<file path="config.mk">
export PLATFORM = sky130hd
export DESIGN_NAME = missile_launcher
export DESIGN_NICKNAME = d
export VERILOG_FILES = /design/src/rtl/tank_pkg.sv /design/src/rtl/muzzle_calc.sv /design/src/rtl/missile_launcher.sv
export SDC_FILE = /design/constraint.sdc
export NUM_CORES = 1
export LEC_CHECK = 0
export BUFFER_PORTS_ARGS = -buffer_cell sky130_fd_sc_hd__buf_4
export CAP_MARGIN = 30
export CORE_MARGIN = 2
export CORE_UTILIZATION = 25
export DETAILED_ROUTE_END_ITERATION = 8
export SYNTH_ARGS = -nofsm -noshare
export SYNTH_HDL_FRONTEND = slang
export SYNTH_SLANG_ARGS = --single-unit
</file>
<file path="constraint.sdc">
create_clock -name frame_clk -period 3.2 [get_ports frame_clk]
set_input_delay 0.48 -clock frame_clk [delete_from_list [all_inputs] [get_ports frame_clk]]
set_output_delay 0.48 -clock frame_clk [all_outputs]
set_load 0.01 [all_outputs]
</file>
<file path="src/rtl/tank_pkg.sv">
// Shared tank-game definitions: facing directions, field geometry, launcher states.
// Latency: n/a (constants and types only).
// Backpressure: n/a.
package tank_pkg;

    // Sprite edge length and exclusive upper bound of a valid field coordinate.
    localparam int TANK_SIZE = 16;
    localparam int FIELD_MAX = 256;

    // Facing encoding shared by the tank, launcher and missile blocks.
    typedef enum logic [1:0] {
        DIR_UP    = 2'b00,
        DIR_LEFT  = 2'b01,
        DIR_DOWN  = 2'b10,
        DIR_RIGHT = 2'b11
    } dir_e;

    // Launcher FSM encoding.
    localparam logic [2:0] ST_IDLE     = 3'd0;
    localparam logic [2:0] ST_LAUNCH   = 3'd1;
    localparam logic [2:0] ST_ACK      = 3'd2;
    localparam logic [2:0] ST_FLIGHT   = 3'd3;
    localparam logic [2:0] ST_COOLDOWN = 3'd4;

endpackage

</file>
<file path="src/rtl/muzzle_calc.sv">
// Muzzle point of a tank from its pose, plus a check that the point lies inside the field.
// Latency: combinational.
// Backpressure: none.
// Ports: i_x/i_y tank top-left, i_dir facing; o_x/o_y muzzle (low 10 bits), o_in_range.
module muzzle_calc
    import tank_pkg::*;
(
    input  logic [9:0] i_x,
    input  logic [9:0] i_y,
    input  logic [1:0] i_dir,
    output logic [9:0] o_x,
    output logic [9:0] o_y,
    output logic       o_in_range
);

    localparam logic signed [10:0] HALF = 11'(TANK_SIZE / 2 - 1);
    localparam logic signed [10:0] FAR  = 11'(TANK_SIZE + 1);
    localparam logic signed [10:0] TWO  = 11'sd2;
    localparam logic signed [10:0] FMAX = 11'(FIELD_MAX);

    logic signed [10:0] w_x;
    logic signed [10:0] w_y;
    logic signed [10:0] w_mx;
    logic signed [10:0] w_my;

    assign w_x = $signed({1'b0, i_x});
    assign w_y = $signed({1'b0, i_y});

    // Any overflow of the 11-bit sum wraps negative and therefore lands out of range.
    always_comb begin
        w_mx = w_x + HALF;
        w_my = w_y - TWO;
        case (i_dir)
            DIR_UP: begin
                w_mx = w_x + HALF;
                w_my = w_y - TWO;
            end
            DIR_LEFT: begin
                w_mx = w_x - TWO;
                w_my = w_y + HALF;
            end
            DIR_DOWN: begin
                w_mx = w_x + HALF;
                w_my = w_y + FAR;
            end
            default: begin
                w_mx = w_x + FAR;
                w_my = w_y + HALF;
            end
        endcase
    end

    assign o_x        = w_mx[9:0];
    assign o_y        = w_my[9:0];
    assign o_in_range = (w_mx > 11'sd0) && (w_mx < FMAX) &&
                        (w_my > 11'sd0) && (w_my < FMAX);

endmodule

</file>
<file path="src/rtl/missile_launcher.sv">
// Turns a fire-key rising edge into a one-frame launch pulse with latched muzzle fields,
// then tracks the missile through flight and enforces a cooldown before the next shot.
// Latency: launch pulse one frame after the sampled edge. Backpressure: fire edges outside IDLE are dropped.
// Ports: pose/fire/MissileDisplay in; Missile_on, Xstart/Ystart/MissileType, Ready, FireBlocked, AckErr, ShotCount out.
module missile_launcher
    import tank_pkg::*;
#(
    parameter int COOLDOWN_FRAMES = 20,
    parameter int ACK_TIMEOUT     = 4
) (
    input  logic       frame_clk,
    input  logic       Reset_n,
    input  logic [9:0] TankX,
    input  logic [9:0] TankY,
    input  logic [1:0] TankDir,
    input  logic       TankAlive,
    input  logic       FireKey,
    input  logic       MissileDisplay,
    output logic       Missile_on,
    output logic [9:0] Xstart,
    output logic [9:0] Ystart,
    output logic [1:0] MissileType,
    output logic       Ready,
    output logic       FireBlocked,
    output logic       AckErr,
    output logic [7:0] ShotCount
);

    // One counter serves both the ACK timeout and the cooldown.
    localparam int CNT_W = (COOLDOWN_FRAMES > ACK_TIMEOUT) ? $clog2(COOLDOWN_FRAMES + 1)
                                                           : $clog2(ACK_TIMEOUT + 1);
    localparam logic [CNT_W-1:0] ACK_LAST  = CNT_W'(ACK_TIMEOUT - 1);
    localparam logic [CNT_W-1:0] COOL_LOAD = CNT_W'(COOLDOWN_FRAMES - 1);
    localparam logic [CNT_W-1:0] CNT_ONE   = CNT_W'(1);

    logic [2:0]       r_state;
    logic [CNT_W-1:0] r_cnt;
    logic             r_fire_prev;
    logic [9:0]       r_xs;
    logic [9:0]       r_ys;
    logic [1:0]       r_type;
    logic             r_blocked;
    logic [7:0]       r_shots;

    logic       w_fire_rise;
    logic [9:0] w_mx;
    logic [9:0] w_my;
    logic       w_in_range;

    assign w_fire_rise = FireKey & ~r_fire_prev;

    muzzle_calc u_muzzle (
        .i_x        (TankX),
        .i_y        (TankY),
        .i_dir      (TankDir),
        .o_x        (w_mx),
        .o_y        (w_my),
        .o_in_range (w_in_range)
    );

    always_ff @(posedge frame_clk or negedge Reset_n) begin
        if (!Reset_n) begin
            r_state     <= ST_IDLE;
            r_cnt       <= '0;
            r_fire_prev <= 1'b0;
            r_xs        <= '0;
            r_ys        <= '0;
            r_type      <= '0;
            r_blocked   <= 1'b0;
            r_shots     <= '0;
        end else begin
            r_fire_prev <= FireKey;
            r_blocked   <= 1'b0;
            case (r_state)
                ST_IDLE: begin
                    if (w_fire_rise && TankAlive) begin
                        if (w_in_range) begin
                            // Launch fields move only here so the missile samples stable values.
                            r_xs    <= w_mx;
                            r_ys    <= w_my;
                            r_type  <= TankDir;
                            r_state <= ST_LAUNCH;
                        end else begin
                            r_blocked <= 1'b1;
                        end
                    end
                end
                ST_LAUNCH: begin
                    r_shots <= r_shots + 8'd1;
                    r_cnt   <= '0;
                    r_state <= ST_ACK;
                end
                ST_ACK: begin
                    // A late MissileDisplay on the timeout cycle still counts as an ack.
                    if (MissileDisplay) begin
                        r_state <= ST_FLIGHT;
                    end else if (r_cnt == ACK_LAST) begin
                        r_cnt   <= COOL_LOAD;
                        r_state <= ST_COOLDOWN;
                    end else begin
                        r_cnt <= r_cnt + CNT_ONE;
                    end
                end
                ST_FLIGHT: begin
                    if (!MissileDisplay) begin
                        r_cnt   <= COOL_LOAD;
                        r_state <= ST_COOLDOWN;
                    end
                end
                ST_COOLDOWN: begin
                    if (r_cnt == '0) begin
                        r_state <= ST_IDLE;
                    end else begin
                        r_cnt <= r_cnt - CNT_ONE;
                    end
                end
                default: r_state <= ST_IDLE;
            endcase
        end
    end

    assign Missile_on  = (r_state == ST_LAUNCH);
    assign Ready       = (r_state == ST_IDLE);
    assign AckErr      = (r_state == ST_ACK) && !MissileDisplay && (r_cnt == ACK_LAST);
    assign FireBlocked = r_blocked;
    assign Xstart      = r_xs;
    assign Ystart      = r_ys;
    assign MissileType = r_type;
    assign ShotCount   = r_shots;

endmodule

</file>
==> results of run 1 <==
final cells by class:
class	instances	area, µm²	share of cell area [%]
clock buffer	6	129	3.40
clock inverter	1	5.00	0.132
inverter	17	63.8	1.68
multi-input combinational	237	1800	47.4
sequential	40	1000	26.4
tap	143	179	4.71
timing repair buffer	79	618	16.3
cells by family (layout without fill, tap and decap cells):
logic type / after synthesis / count (layout)
adder cells (fa/ha/maj): 14 / 14
multiplexers: 23 / 23
buffers and inverters: 30 / 103
flip-flops: 40 / 40
AND/OR/NAND/NOR: 110 / 110
XOR/XNOR: 20 / 20
AO/OA/AOI/OAI: 70 / 70
synth_stat cells (all sizes together) (7+ instances only):
library cell	count
a21oi	16
clkbuf	7
dfrtp	40
ha	12
inv	17
mux2	14
mux2i	9
nand2	26
nand2b	8
nor2	15
nor2b	9
nor3	12
o21ai	14
xnor2	13
xor2	7
worst paths after layout:
| path | start | end | slack (ps) | cells past startpoint |
|---|---|---|---|---|
| worst max-delay path | TankDir[0] | Xstart[3] | 220 | 12 |
| worst min-delay path | Reset_n | ShotCount[3] | 180 | 1 |
| worst max register to register | r_state[1] | Xstart[3] | 950 | 5 |
| worst min register to register | ShotCount[7] | ShotCount[7] | 470 | 1 |
| max in group asynchronous | Reset_n | r_cnt[1] | 2660 | 1 |
| min in group frame_clk | FireKey | r_fire_prev | 320 | 1 |
through the flow:
stage	instances	hold WS, ps	total power, mW	util [%]	worst slack, ps
6_report	523	179	2.06	33.2	217
5_1_grt	523	225	2.23	33.2	68.0
4_1_cts	523	203	2.08	33.2	196
3_5_place_dp	516	472	1.61	32.1	-92.5
3_3_place_gp	516	466	1.60	32.1	-12.0
2_1_floorplan	307	184	1.28	-	13.8
registers in the layout, summed over array words and instances (netlist names):
| name | cells |
|---|---|
| r_fire_prev | 1 |
| ShotCount | 8 |
| Xstart | 10 |
| MissileType | 2 |
| FireBlocked | 1 |
| Ystart | 10 |
| r_cnt | 5 |
| r_state | 3 |
routing by layer:
metal  share of wire (%)  vias to the layer above
met5                   0                        -
met4                0.19                        0
met3                 5.8                        2
met2                  47                       84
met1                  47                     1216
li1                    -                     1278
worst max-delay path, cell delays in order:
cell and delay, ps:
buf_4 110, inv_2 50, nand2_2 110, ha_4 330, a211oi_2 70, nor4b_2 400, a2bb2oi_2 150, mux2i_1 90
or4_4 560, nor4_4 230, buf_4 240, mux2_4 310
power groups by stage:
stage          clock [mW]  combinational [mW]  sequential [mW]
3_5_place_dp            0               0.841            0.771
2_1_floorplan           0               0.553            0.732
3_3_place_gp            0               0.835            0.770
6_report            0.458               0.832            0.765
4_1_cts             0.478               0.843            0.764
5_1_grt             0.498               0.942            0.786
==> flow_summary.toml, run 1 <==
[timing]
setup_viol = 0
drv_slew = 0
worst_slew_pin_slew_ps = 510
post-route-period-util_pct = 93.2
final.setup.tns_ps = 0
max_slew_margin_pct = 65.7
fmax_ghz = 0.335
period_needed_ps = 2980
rsz0062_at_grt = "no"
hold_viol = 0
skew_ps = 3.66

[setup_path]
critPathArrivalTime_ps = 3140
critPathLaunchType = "primary input"
crit_required_ps = 3360
cp_max_fo = 6
worstSetupEndpointType = "flip-flop"
critPathKind = "primary input to flip-flop"

[yosys]
syn_area_um2 = 2920
synth_top_family_by_area = "simple AND/OR/NAND/NOR gates"
synth-compound-area-share_pct = 16.3
yosys-mux-area-fraction_pct = 9.79
synth_ff_type = "dfrtp_1"
ys_types = 63
synthTopCellsByArea = "dfrtp_1 34%, ha_1 5.2%, mux2_4 5.2%"
synthXorXnorAreaFrac_pct = 6.01
synth_fa_ha_area_share_pct = 6.52
synth-simple-area-share_pct = 22.4
synth_top_area_share_pct = 34.3
syn_inst = 307
yosysSeqAreaShare_pct = 34.3
ys_ff_latch = 40
synth_nets = 348
synth-edff-count = 0
synth_warnings = 0
async_flop_share_pct = 100
yosysTopAreaCell = "dfrtp_1"
syn_avg_cell_area_um2 = 9.50

[drt]
drt_iter0_drc = 207
routedWlPerCell_um = 14.0
via_count = 2580
viasPerCell = 4.93
drc = 0
antenna_left = 0
first_pass_iters = 5
drt_wl_total_mm = 7.31

[placed_design]
place_congestion = 0.909
place_area_um2 = 3660
io_buffers = 60
hpwl_mm = 5.85

[global_route]
overflow = 0
grt.total_usage_pct = 11.6
top_usage_layer = "met2"
grt_pass1_vias = 2339
grt_max_degree = 41
grt_use_met1_pct = 16.7
grt_pass1_wl_mm = 12.0
met2_usage_pct = 18.6
met3_usage_pct = 2.29
antenna_found_initial = 0

[final_layout]
antenna_cells = 0
drive_gt1_share_pct = 29.5
postLayoutCellArea_um2 = 3790
nets = 421
fillers = 1174
final_common_cell = "buf_4"
layout_common_cells = "77 x buf_4, 40 x dfrtp_1, 25 x nand2_1"
area_delta_synth_final_pct = 30.2

[clock_tree]
ctsLongestPathBuffers = 2
root_buffer = "clkbuf_16"
holdBufCountCts = 0
clk_latency_ps = 270
cts_resized = 0
htree_levels = 2
cts_tree = "done"
cts_buffers = 5
post-cts-setup-buffer-count = 0
cts.clk_slew.worst_paths_ps = 50
clock-sinks = 40

[flow_run]
cap_violations = 0

[floorplanning]
placementRows = 39
num_io_pins = 61
initial_utilization_pct = 25.5
die_y_um = 112
die_w_um = 112
core_um2 = 11400
die_area_um2 = 12500

[pwr]
switchingPower_mw = 0.748
p_clk_share_pct = 22.3
power.density_nw_per_um2 = 542
vdd_ir_drop_max_uv = 272
power.leakage_nw = 1.74
combPwrFrac_pct = 40.5
swShare_pct = 36.4
internal-power_mw = 1.31
seqPwrFrac_pct = 37.2

[hold_path]
hold_class = "primary input to async pin"

[outcome]
status = "finished, final reports clean"
(Power assumes the default switching activity.)
==> inputs of run 2 (changes only) <==
--- a/config.mk
+++ b/config.mk
@@ -9,6 +9,7 @@
 export CAP_MARGIN = 30
 export CORE_MARGIN = 2
 export CORE_UTILIZATION = 25
+export CTS_BUF_LIST = sky130_fd_sc_hd__clkbuf_4 sky130_fd_sc_hd__clkbuf_8
 export DETAILED_ROUTE_END_ITERATION = 8
 export SYNTH_ARGS = -nofsm -noshare
 export SYNTH_HDL_FRONTEND = slang
==> run 2 against run 1 <==
- worst setup slack gained 9.7 ps
- critical path depth is the same
- sequential power is essentially flat
- clock skew is essentially flat
- hold slack lost 8.0 ps
- largest cell class unchanged
==> flow_summary.toml, run 2 (synthesis results as in run 1) <==
[drt]
drc = 0
top_layer_used = "met4"
antenna_left = 0
routedWlPerCell_um = 14.0
dr_wl_met3_um = 395
drt_iter0_drc = 150
wl_met2_mm = 3.41
via_count = 2579
viasPerCell = 4.93
wl_met1_mm = 3.51
first_pass_iters = 4
drt_wl_total_mm = 7.34

[final_layout]
final_common_cell = "buf_4"
drive_gt1_share_pct = 29.7
layout_common_cells = "77 x buf_4, 40 x dfrtp_1, 25 x nand2_1"
area_delta_synth_final_pct = 28.4
postLayoutCellArea_um2 = 3740
antenna_cells = 0
nets = 421

[global_route]
antenna_found_initial = 0
grt_max_degree = 41
grt.total_usage_pct = 11.5
grt_pass1_vias = 2324
grt_pass1_wl_mm = 12.0
overflow = 0

[clock_tree]
cts.clk_slew.worst_paths_ps = 70
post-cts-setup-buffer-count = 0
ctsLongestPathBuffers = 2
htree_levels = 2
clock-sinks = 40
root_buffer = "clkbuf_8"
cts_resized = 0
cts_buffers = 5
holdBufCountCts = 0
clk_latency_ps = 280
cts_tree = "done"

[timing]
period_needed_ps = 2970
fmax_ghz = 0.336
setup_viol = 0
max_slew_margin_pct = 65.6
post-route-period-util_pct = 92.9
final.setup.tns_ps = 0
skew_ps = 3.95
worst_slew_pin_slew_ps = 513
drv_slew = 0
hold_viol = 0
rsz0062_at_grt = "no"

[setup_path]
crit_top_cell = "buf_4"
slowest_stage = "or4_4"
cp_max_fo = 6
crit_required_ps = 3370
worstSetupEndpointType = "flip-flop"
critPathLaunchType = "primary input"
critPathMaxStageDelay_ps = 560
critPathKind = "primary input to flip-flop"
critical_path.cell_chain = "buf_4 > inv_2 > nand2_2 > ha_4 > a211oi_2 > nor4b_2 > a2bb2oi_2 > mux2i_1 > or4_4 > nor4_4 > buf_4 > mux2_4"
critPathArrivalTime_ps = 3140

[flow_run]
cap_violations = 0

[placed_design]
place_congestion = 0.909
io_buffers = 60
hpwl_mm = 5.85
place_area_um2 = 3660

[floorplanning]
initial_utilization_pct = 25.5
num_io_pins = 61
core_um2 = 11400
die_w_um = 112
die_area_um2 = 12500
die_y_um = 112
placementRows = 39

[pwr]
vdd_ir_drop_max_uv = 241
power.density_nw_per_um2 = 512
power.leakage_nw = 1.72

[hold_path]
hold_class = "primary input to async pin"

[outcome]
status = "finished, final reports clean"
==> run 2: critical path: cells and delay by family <==
family / cells / cell delay [ps]
and+or+nand+nor: 4 / 1300
buffers and inverters: 3 / 400
muxes: 2 / 400
adders and majority gates: 1 / 330
AOI/OAI and AO/OA: 2 / 220
==> run 2: power breakdown <==
| group | switching [mW] | total (mW) | internal, mW |
|---|---|---|---|
| combinational | 0.424 | 0.833 | 0.410 |
| clock | 0.161 | 0.318 | 0.157 |
| sequential | 0.150 | 0.764 | 0.613 |
==> run 2: layout make-up <==
class / instances / area, µm²
multi-input combinational: 237 / 1800
tap: 143 / 179
fill: 1178 / 7680
inverter: 17 / 63.8
clock buffer: 6 / 76.3
clock inverter: 1 / 5.00
sequential: 40 / 1000
timing repair buffer: 79 / 618
==> run 2: path summary, 6_finish.rpt <==
path | startpoint | to | slack, ps | depth (start not counted)
setup reg to reg | r_state[1] | Xstart[3] | 970 | 5
hold / removal | Reset_n | ShotCount[3] | 170 | 1
min in group frame_clk | FireKey | r_fire_prev | 310 | 1
hold reg to reg | ShotCount[7] | ShotCount[7] | 470 | 1
setup / recovery | TankDir[0] | Xstart[3] | 230 | 12
max in group asynchronous | Reset_n | Xstart[4] | 2670 | 1
==> run 2: per-stage QoR <==
stage	utilization [%]	hold WS [ps]	worst slack [ps]	cells	power, mW
2_1_floorplan	-	184	13.8	307	1.28
3_3_place_gp	32.1	466	-12.0	516	1.60
3_5_place_dp	32.1	472	-92.5	516	1.61
4_1_cts	32.8	186	213	523	1.94
5_1_grt	32.8	200	87.6	523	2.08
6_report	32.8	171	227	523	1.92
==> run 2: per-layer routing <==
layer	GRT usage, %	vias up
met3	2.29	4
li1	-	1276
met1	16.7	1215
met5	0	-
met4	1.14	0
met2	18.5	84
==> inputs of run 3 (changes only) <==
--- a/config.mk
+++ b/config.mk
@@ -11,6 +11,8 @@
 export CORE_UTILIZATION = 25
 export CTS_BUF_LIST = sky130_fd_sc_hd__clkbuf_4 sky130_fd_sc_hd__clkbuf_8
 export DETAILED_ROUTE_END_ITERATION = 8
+export MAX_ROUTING_LAYER = met4
+export SLEW_MARGIN = 25
 export SYNTH_ARGS = -nofsm -noshare
 export SYNTH_HDL_FRONTEND = slang
 export SYNTH_SLANG_ARGS = --single-unit
==> constraint.sdc (replaced) <==
create_clock -name frame_clk -period 2.6 [get_ports frame_clk]
set_input_delay 0.39 -clock frame_clk [delete_from_list [all_inputs] [get_ports frame_clk]]
set_output_delay 0.39 -clock frame_clk [all_outputs]
set_load 0.01 [all_outputs]
==> run 3 against run 2 <==
- largest power group unchanged
- via count grew 5.9%
- hold slack got worse by 100 ps
- combinational power rose by 42%
- global-route usage rose by 1.3 points
- first-iteration DRC count down 15%
- critical endpoint is now Ystart[2]
- sequential share of layout area decreased by 2.7 points
- worst setup slack worse by 380 ps
- clock skew rose by 5.2 ps
- the flow now finishes with violations (negative setup slack)
- non-clock buffer count rose by 38
==> flow_summary.toml, run 3 (synthesis results as in run 1) <==
[drt]
drt_wl_total_mm = 7.64
viasPerCell = 4.86
via_count = 2731
drc = 0
antenna_left = 0
drt_iter0_drc = 128
first_pass_iters = 4
routedWlPerCell_um = 13.6

[global_route]
grt.total_usage_pct = 12.8
overflow = 0
grt_pass1_vias = 2740
grt_pass1_wl_mm = 13.0
antenna_found_initial = 0
grt_max_degree = 41

[pwr]
power.leakage_nw = 1.94
swShare_pct = 37.0
power.density_nw_per_um2 = 622
finalPower_mw = 2.59
internal-power_mw = 1.63
p_clk_share_pct = 19.3
combPwrFrac_pct = 45.5
vdd_ir_drop_max_uv = 370
switchingPower_mw = 0.957
seqPwrFrac_pct = 35.2

[setup_path]
crit_required_ps = 2780
critPathArrivalTime_ps = 2930
crit_family = "simple AND/OR/NAND/NOR gates"
critPathLaunchType = "primary input"
path_buf_inv = 3
critPathMaxStageDelay_ps = 510
critical_path.cell_chain = "buf_8 > inv_8 > nand2_8 > fa_2 > a211oi_2 > nor4b_4 > o221ai_1 > mux2i_1 > or4_4 > nor4_4 > buf_12 > mux2_4"
worstSetupEndpointType = "flip-flop"
slowest_stage = "or4_4"
critPathKind = "primary input to flip-flop"
cp_max_fo = 10

[final_layout]
layout_common_cells = "113 x buf_4, 40 x dfrtp_1, 25 x nand2_1"
multi_input_area_um2 = 1880
antenna_cells = 0
fillers = 1175
drive_gt1_share_pct = 38.7
utilization_pct = 36.4
final_common_cell = "buf_4"
area_delta_synth_final_pct = 42.5
nets = 459
seqCellArea_um2 = 1000

[timing]
whs_ps = 66.9
rsz0062_at_grt = "yes"
skew_ps = 9.10
post-route-period-util_pct = 106
max_slew_margin_pct = 65.7
period_needed_ps = 2750
setup_viol = 22
hold_viol = 0
drv_slew = 0
worst_slew_pin_slew_ps = 515
fmax_ghz = 0.364
final.setup.tns_ps = -2530
finalWorstSetupSlack_ps = -151

[placed_design]
place_congestion = 0.837
hpwl_mm = 6.18
io_buffers = 60

[flow_run]
cap_violations = 0

[clock_tree]
htree_levels = 2
cts_tree = "done"
root_buffer = "clkbuf_8"
clk_latency_ps = 290
cts.clk_slew.worst_paths_ps = 80
ctsLongestPathBuffers = 2
holdBufCountCts = 0
clock-sinks = 40
cts_buffers = 5

[floorplanning]
core_um2 = 11400
die_y_um = 112
placementRows = 39
die_area_um2 = 12500
die_w_um = 112
initial_utilization_pct = 25.5
num_io_pins = 61

[hold_path]
hold_class = "primary input to async pin"

[outcome]
status = "finished, violations left"
violations = "negative setup slack"
## run 3: cell types whose count changed in the layout (fill, tap and decap cells not counted), sizes merged
cell / delta
clkinvlp: +1
bufinv: +1
clkbuf: -1
buf: +38
## run 3: final timing paths
check                           slack (ps)         start           end  cells past startpoint
worst min register to register         480  ShotCount[7]  ShotCount[7]                      1
worst max register to register         640    r_state[0]    r_state[0]                      8
min in group frame_clk                 220       FireKey   r_fire_prev                      1
worst max-delay path                  -150    TankDir[0]     Ystart[2]                     12
worst min-delay path                    70       Reset_n  ShotCount[6]                      1
max in group asynchronous             2170       Reset_n     Xstart[6]                      1
## run 3: final cells by class
type,instances,area share (%)
clock inverter,3,1.02
inverter,17,1.72
sequential,40,24.1
timing repair buffer,117,22.0
clock buffer,5,1.66
multi-input combinational,237,45.2
tap,143,4.31
## run 3: per-layer routing
layer / track usage [%] / routed length, µm
met1: 16.2 / 3380
met2: 21.6 / 3850
met3: 2.12 / 365
met4: 3.01 / 49
met5: - / 0
## run 3: power groups by stage
| stage | combinational (mW) | sequential [mW] | clock, mW |
|---|---|---|---|
| after global routing | 1.32 | 0.937 | 0.554 |
| after global placement | 1.15 | 0.915 | 0 |
| after floorplan | 0.690 | 0.900 | 0 |
| after CTS | 1.19 | 0.911 | 0.524 |
| final | 1.18 | 0.910 | 0.500 |
| after detailed placement | 1.17 | 0.920 | 0 |
## run 3: per-stage QoR
stage	instance area, µm²	cells	setup slack (ps)
after floorplan	2990	307	-377
after global placement	3980	553	-472
after detailed placement	3980	553	-537
after CTS	4140	562	-172
after global routing	4160	562	-242
final	4160	562	-151
## run 3: what timing repair did
action / 4_1_cts / 5_1_grt
pin swaps: 0 / 0
setup endpoints to repair: 24 / 24
buffers inserted: 1 / 0
resized for setup: 8 / 4
